$ cat config.mk
export PLATFORM = sky130hd
export DESIGN_NAME = layer_feeder
export DESIGN_NICKNAME = d
export VERILOG_FILES = /design/src/rtl/layer_feeder.sv
export SDC_FILE = /design/constraint.sdc
export NUM_CORES = 1
export LEC_CHECK = 0
export ABC_AREA = 1
export ABC_CLOCK_PERIOD_IN_PS = 3680
export CAP_MARGIN = 20
export CORE_MARGIN = 2
export CORE_UTILIZATION = 55
export DETAILED_ROUTE_END_ITERATION = 10
export PLACE_DENSITY = 0.81
export SYNTH_ARGS = -nofsm -noshare
export SYNTH_HDL_FRONTEND = slang
export SYNTH_SLANG_ARGS = --single-unit
$ cat constraint.sdc
create_clock -name clk -period 3.68 [get_ports clk]
set_input_delay 0.736 -clock clk [delete_from_list [all_inputs] [get_ports clk]]
set_output_delay 0.736 -clock clk [all_outputs]
set_load 0.02 [all_outputs]
$ cat src/rtl/layer_feeder.sv
// Generates pseudo-random 7-column layer maps and sequences load/start strobes
// for the scrolling layer chain: initial fill after reset, then one layer per scroll.
module layer_feeder #(
    parameter int          NUM_LAYERS   = 5,
    parameter int          SCROLL_TICKS = 150,
    parameter logic [15:0] SEED         = 16'hACE1
) (
    input  logic        clk,
    input  logic        rst,
    input  logic        module_en,
    input  logic        one_ms_tick,
    input  logic        scroll_req,
    output logic        load,
    output logic        start,
    output logic [6:0]  layer_map,
    output logic [6:0]  block_type,
    output logic [6:0]  bonus_map,
    output logic        busy,
    output logic [15:0] layers_generated
);

    localparam logic [15:0] SEED_EFF = (SEED == 16'h0) ? 16'hACE1 : SEED;
    localparam int IW = (NUM_LAYERS > 1) ? $clog2(NUM_LAYERS) : 1;
    localparam int TW = $clog2(SCROLL_TICKS + 2);
    localparam logic [IW-1:0] LAST_ITER = IW'(NUM_LAYERS - 1);
    localparam logic [TW-1:0] LAST_TICK = TW'(SCROLL_TICKS);

    typedef enum logic [2:0] {
        S_INIT,
        S_LOAD,
        S_IDLE,
        S_GEN,
        S_START,
        S_SCROLL,
        S_DONE
    } state_t;

    state_t          state, next_state;
    logic [15:0]     lfsr, lfsr_next;
    logic [IW-1:0]   init_cnt;
    logic [TW-1:0]   tick_cnt;
    logic [2:0]      pos;
    logic [6:0]      cand, gen_bt, gen_bonus;
    logic            gen_en, ground, count_gen;
    logic            init_inc, init_clr, tick_clr, tick_inc;

    assign lfsr_next = lfsr[0] ? ({1'b0, lfsr[15:1]} ^ 16'hB400)
                               : {1'b0, lfsr[15:1]};

    // An all-empty row is never emitted: one column is forced on instead.
    always_comb begin
        pos       = (lfsr[9:7] == 3'd7) ? 3'd3 : lfsr[9:7];
        cand      = (lfsr[6:0] == 7'd0) ? (7'd1 << pos) : lfsr[6:0];
        gen_bt    = lfsr[13:7] & cand;
        gen_bonus = (lfsr[15:14] == 2'b11) ? (cand & (~cand + 7'd1)) : 7'd0;
    end

    always_comb begin
        next_state = state;
        gen_en     = 1'b0;
        ground     = 1'b0;
        count_gen  = 1'b0;
        init_inc   = 1'b0;
        init_clr   = 1'b0;
        tick_clr   = 1'b0;
        tick_inc   = 1'b0;
        if (module_en) begin
            unique case (state)
                S_INIT: begin
                    gen_en     = 1'b1;
                    ground     = (init_cnt == '0);
                    next_state = S_LOAD;
                end
                S_LOAD: begin
                    if (init_cnt == LAST_ITER) begin
                        init_clr   = 1'b1;
                        next_state = S_IDLE;
                    end else begin
                        init_inc   = 1'b1;
                        next_state = S_INIT;
                    end
                end
                S_IDLE: begin
                    if (scroll_req) next_state = S_GEN;
                end
                S_GEN: begin
                    gen_en     = 1'b1;
                    count_gen  = 1'b1;
                    next_state = S_START;
                end
                S_START: begin
                    tick_clr   = 1'b1;
                    next_state = S_SCROLL;
                end
                S_SCROLL: begin
                    if (one_ms_tick) begin
                        tick_inc = 1'b1;
                        if (tick_cnt == LAST_TICK) next_state = S_DONE;
                    end
                end
                S_DONE: next_state = S_IDLE;
                default: next_state = S_INIT;
            endcase
        end
    end

    always_ff @(posedge clk or posedge rst) begin
        if (rst) begin
            state <= S_INIT;
            lfsr  <= SEED_EFF;
            load  <= 1'b0;
            start <= 1'b0;
            busy  <= 1'b1;
        end else if (module_en) begin
            state <= next_state;
            lfsr  <= lfsr_next;
            load  <= (next_state == S_LOAD);
            start <= (next_state == S_START);
            busy  <= (next_state != S_IDLE);
        end else begin
            // A pulse interrupted by a freeze is dropped, never replayed.
            load  <= 1'b0;
            start <= 1'b0;
        end
    end

    always_ff @(posedge clk or posedge rst) begin
        if (rst) begin
            layer_map        <= 7'd0;
            block_type       <= 7'd0;
            bonus_map        <= 7'd0;
            layers_generated <= 16'd0;
            init_cnt         <= '0;
            tick_cnt         <= '0;
        end else begin
            if (gen_en) begin
                layer_map  <= ground ? 7'h7F : cand;
                block_type <= ground ? 7'd0  : gen_bt;
                bonus_map  <= ground ? 7'd0  : gen_bonus;
            end
            if (count_gen && layers_generated != 16'hFFFF)
                layers_generated <= layers_generated + 16'd1;
            if (init_clr)
                init_cnt <= '0;
            else if (init_inc)
                init_cnt <= init_cnt + 1'b1;
            if (tick_clr)
                tick_cnt <= '0;
            else if (tick_inc)
                tick_cnt <= tick_cnt + 1'b1;
        end
    end

endmodule

# After elaboration in Yosys (flattened, before gate mapping)
# Index checks and enable logic that the tools add are counted.
[totals]
regBits = 70
input_bits = 5
[op_classes]
n_addsub = 4
n_eq_ne = 14
shifts = 1
n_mux = 36
bitwise = 4
reduce_logical = 7
[ops]
columns = ["cell", "count"]
rows = [
  ["$mux 7", 5],
  ["$mux 3", 7],
  ["$pmux 3 s7", 1],
  ["$mux 1", 19],
  ["$eq 3x3->1 const B", 6],
  ["$add 16x1->16 const B", 1],
  ["$mux 16", 1],
  ["$mux 8", 2],
  ["$ne 16x16->1 const B", 1],
  ["$and 7x7->7", 2],
  ["$add 8x1->8 const B", 1],
  ["$eq 8x8->1 const B", 1],
  ["$add 7x1->7 const B", 1],
  ["$logic_not 7->1", 1],
  ["$not 7->7", 1],
  ["$shl 1x3->7 const A", 1],
  ["$eq 3x1->1 const B", 2],
  ["$eq 3x2->1 const B", 2],
  ["$logic_not 3->1", 2],
  ["$not 3->4", 1],
  ["$reduce_bool 2->1", 2],
  ["$add 3x1->3 const B", 1],
  ["$ne 3x2->1 const B", 1],
  ["$eq 2x2->1 const B", 1],
  ["other kinds (3)", 3],
]

# Depth between registers and ports, before layout
[logic_depth]
word_depth = 9
depth_mapped = 11
depth_no_buf = 11

# Worst setup path before layout
# No wires, ideal clock.
[synth_path]
kind = "in2reg"
startpoint = "input module_en"
endpoint = "register block_type[4]"
setup_ns = 0.128
arrival_ns = 1.640
required_ns = 3.552
setup_slack_ns = 1.912
stages = 10
n_path_buf = 3
cell_sequence = "buf_4 -> nand2_2 -> nor2_4 -> inv_2 -> nand2_2 -> buf_6 -> inv_2 -> buf_4 -> nand2_1 -> o31ai_1"
[synth_between]
elab_chain_cells = 2
[synth_rtl]
columns = ["element", "line_no", "text"]
rows = [
  ["start: declaration", "10", "input logic module_en,"],
  ["$mux 1", "67", "if (module_en) begin"],
  ["$mux 7", "138", "block_type <= ground ? 7'd0 : gen_bt;"],
  ["end signal: assignment", "138", ""],
  ["end: declaration", "16", "output logic [6:0] block_type,"],
]
# Several ways; a longest one is shown, not always the timed one.
# A chain may end at the register's enable or synchronous reset.

# Worst setup path in the final report
[layout_path]
startpoint = "register busy"
endpoint = "output busy"
[layout_lines]
columns = ["element", "line_no", "text"]
rows = [
  ["start: declaration", "18", "output logic busy,"],
  ["start signal: assignment", "119", "busy <= (next_state != S_IDLE);"],
]
# No word-level cell between the ends.

==> summary.md <==
| Metric | Value |
|---|---|
| Status | `completed` |
| Critical path peak fanout | `2` |
| Register-to-Register Path Depth | `10` |
| Initial Utilization | `0.561` |
| Mean Syn Cell Area | `roughly 8 µm²` |
| I/O Buffers | `44` |
| Worst endpoint required time | `a little under 3 ns` |
| Clk slew on worst S/H paths | `approximately 0.080 ns` |
| TNS Setup | `0 ns` |
| Fmax | `between 400 and 500 MHz` |
| Overflow after GRT | `0` |
| Via density | `just over 5` |
| Cell Rows | `29` |
| Leak | `about 0.0020 µW` |
| Iteration-0 DRC count of the detailed router | `around 170` |
| Util after Layout | `0.670` |
| Routability cong. | `around 0.9` |
| DP Wirelength | `5370 µm` |
| Period minus WS final | `between 2 and 2.5 ns` |
| CP Depth | `1` |
| CP Launch Type | `flop` |
| Yosys Warn Count | `0` |
| Layout Cells excl Fill | `approximately 560` |
| Initial antenna violation count | `0` |
| RR Endpoint | `layers_generated[4]` |
| All-layer global routing usage | `0.226` |
| Most frequent cell after synthesis | `nand2_1` |
| Share of Yosys cell area claimed by the top area cell type | `0.436` |
| Dpl cells | `roughly 550` |
| Ranking of synthesized cells by area | `dfrtp_1 (44%), nand2_1 (14%), dfstp_2 (6.8%)` |
| Antenna diode count | `0` |
| Synth Cell Area | `3500 µm²` |
| Maximum VDD drop | `~0.00042 V` |
| Seq/Total Area, Yosys | `0.503` |
| Post_cts resized | `0` |
| Yosys cell types | `36` |
| Critical Path Slowest Stage Cell | `clkdlybuf4s50_1` |
| WS Path Type | `flop to output port` |
| CTS tree | `built` |
| First drt pass iteration count | `4` |
| Final net count | `between 400 and 500` |
| Met1 WL | `~3500 µm` |
| Routed len/inst | `roughly 13 µm` |
| CTS buffer count | `9` |
| Pin count of the biggest net entering global routing | `34` |
| Critical path buffers and inverters | `1` |
| Syn Inst Count | `approximately 430` |
| Die area | `7020 µm²` |
| Post-route DRC | `0` |
| Final ANT Viol Nets | `0` |
| Min Hold Slack | `approximately 0.49 ns` |
| Hold WC Path Type | `flop to flop` |
| FF+latch count, synth | `70` |
| Skew final | `between 0.008 and 0.009 ns` |
| R2R setup slack | `roughly 1.9 ns` |
| CTS root buf | `clkbuf_8` |
| Die Y | `approximately 84 µm` |
| Hold buffer count at cts | `0` |
| Worst slew pin tran | `approximately 0.63 ns` |
| R2r startpoint | `layers_generated[0]` |
| Worst setup EP type | `output port` |
| CP top delay family | `buffers and inverters` |
| Period utilization | `0.602` |
| Vias in the first global route | `2736` |
| Commonest cells post-synth | `nand2_1 (134), dfrtp_1 (61), nor2_1 (45)` |
| Max incr delay on CP | `~0.60 ns` |
| Area growth from synthesis to layout | `19.3%` |
| Via count | `between 2000 and 3000` |
| Die width | `between 80 and 90 µm` |
| Max layer used | `met4` |
| First-pass GRT wire length | `12700 µm` |
| Fill count | `499` |
| Ports | `45` |
| Total power | `2680 µW` |
| Mapped Nets | `around 440` |
| Unrepaired setup endpoints after global routing | `false` |
| H-tree levels | `3` |
| Final setup violation count | `0` |
| Met2 wire length | `roughly 3400 µm` |
| Main synth FF type | `dfrtp_1` |
| Layout cells sized above 1 | `0.107` |
| Pwr dens | `approximately 640 nW/µm²` |
| Met3 WL | `393 µm` |
| Hold Fails Final Rpt | `0` |
| Ys async rst share | `1.00` |
| Crit path launch | `busy` |
| EDFF count, synth | `0` |
| Max-Cap Viols | `0` |
| Max transition margin | `0.576` |
| Arr. time, crit path | `about 1.5 ns` |
| Wirelength, routed | `around 7300 µm` |
| Slew Limit Fails | `0` |
| Post-CTS Setup Bufs | `0` |
| Leading area contributor after synthesis | `dfrtp_1` |
| Clock latency on the worst-skew pair | `0.34 ns` |
| Clock Sinks | `70` |
| Clock Path Buffers | `2` |
| CP Cell Sequence | `clkdlybuf4s50_1` |
| Setup crit end | `busy` |
| Placeable Area | `approximately 6200 µm²` |
logic make-up (layout without fill, tap and decap cells):
family / count (synthesis) / count (layout) / share of synthesized area
and+or+nand+nor: 232 / 232 / 0.286
DFF: 70 / 70 / 0.503
buffers and inverters: 58 / 111 / 0.0721
AOI/OAI and AO/OA: 49 / 49 / 0.0786
xor gates and xnor gates: 17 / 17 / 0.0425
adders and majority gates: 5 / 5 / 0.0179
worst min-delay path by stage:
stage,start,endpoint,cells past startpoint
2_1_floorplan,lfsr[6],lfsr[5],2
3_3_place_gp,bonus_map[4],bonus_map[4],2
3_5_place_dp,bonus_map[4],bonus_map[4],2
4_1_cts,bonus_map[4],bonus_map[4],2
5_1_grt,bonus_map[4],bonus_map[4],2
6_report,bonus_map[4],bonus_map[4],2
placed cells by master, fill, tap and decap left out, types with 3 or more instances in the layout:
cell             instances
nor2_1                  45
xnor2_1                  8
inv_2                    7
o31ai_1                  5
dfstp_2                  9
ha_1                     5
nand3b_1                 3
o21ai_0                 24
inv_1                   40
clkbuf_8                 9
clkdlybuf4s50_1         44
dfrtp_1                 61
xor2_1                   9
a21oi_1                 11
buf_4                    3
nand4_1                  3
nor3_1                   7
nand3_1                 20
nand2_2                  6
nor2_2                   6
nand2_1                134
power breakdown:
| group | internal [µW] | switching (µW) |
|---|---|---|
| clock network | 315 | 298 |
| registers | 973 | 172 |
| logic | 358 | 567 |
stage by stage:
| stage | setup WS, ns | cell area (µm²) |
|---|---|---|
| after CTS | 1.45 | 4180 |
| final | 1.47 | 4180 |
| after detailed placement | 1.19 | 3990 |
| after floorplan | 1.19 | 3500 |
| after global placement | 1.30 | 3990 |
| after global routing | 1.37 | 4180 |
sequential cells by signal, indices dropped and copies added, names as in the netlist:
register / flops
busy: 1
lfsr: 16
tick_cnt: 8
bonus_map: 7
init_cnt: 3
load: 1
layer_map: 7
layers_generated: 16
state: 3
start: 1
block_type: 7
layout make-up:
cell class                 instances  area (µm²)  share of cell area
clock inverter                     5        58.8              0.0141
tap                               77        96.3              0.0230
clock buffer                      11         131              0.0314
sequential                        70        1760               0.422
multi-input combinational        303        1490               0.356
inverter                          48         180              0.0431
timing repair buffer              47         463               0.111
routing by layer:
metal / up-vias / track usage
met5: - / 0
met4: 0 / 0.0924
met3: 9 / 0.0366
met2: 80 / 0.346
met1: 1362 / 0.322
li1: 1455 / -
(Power assumes the default switching activity.)
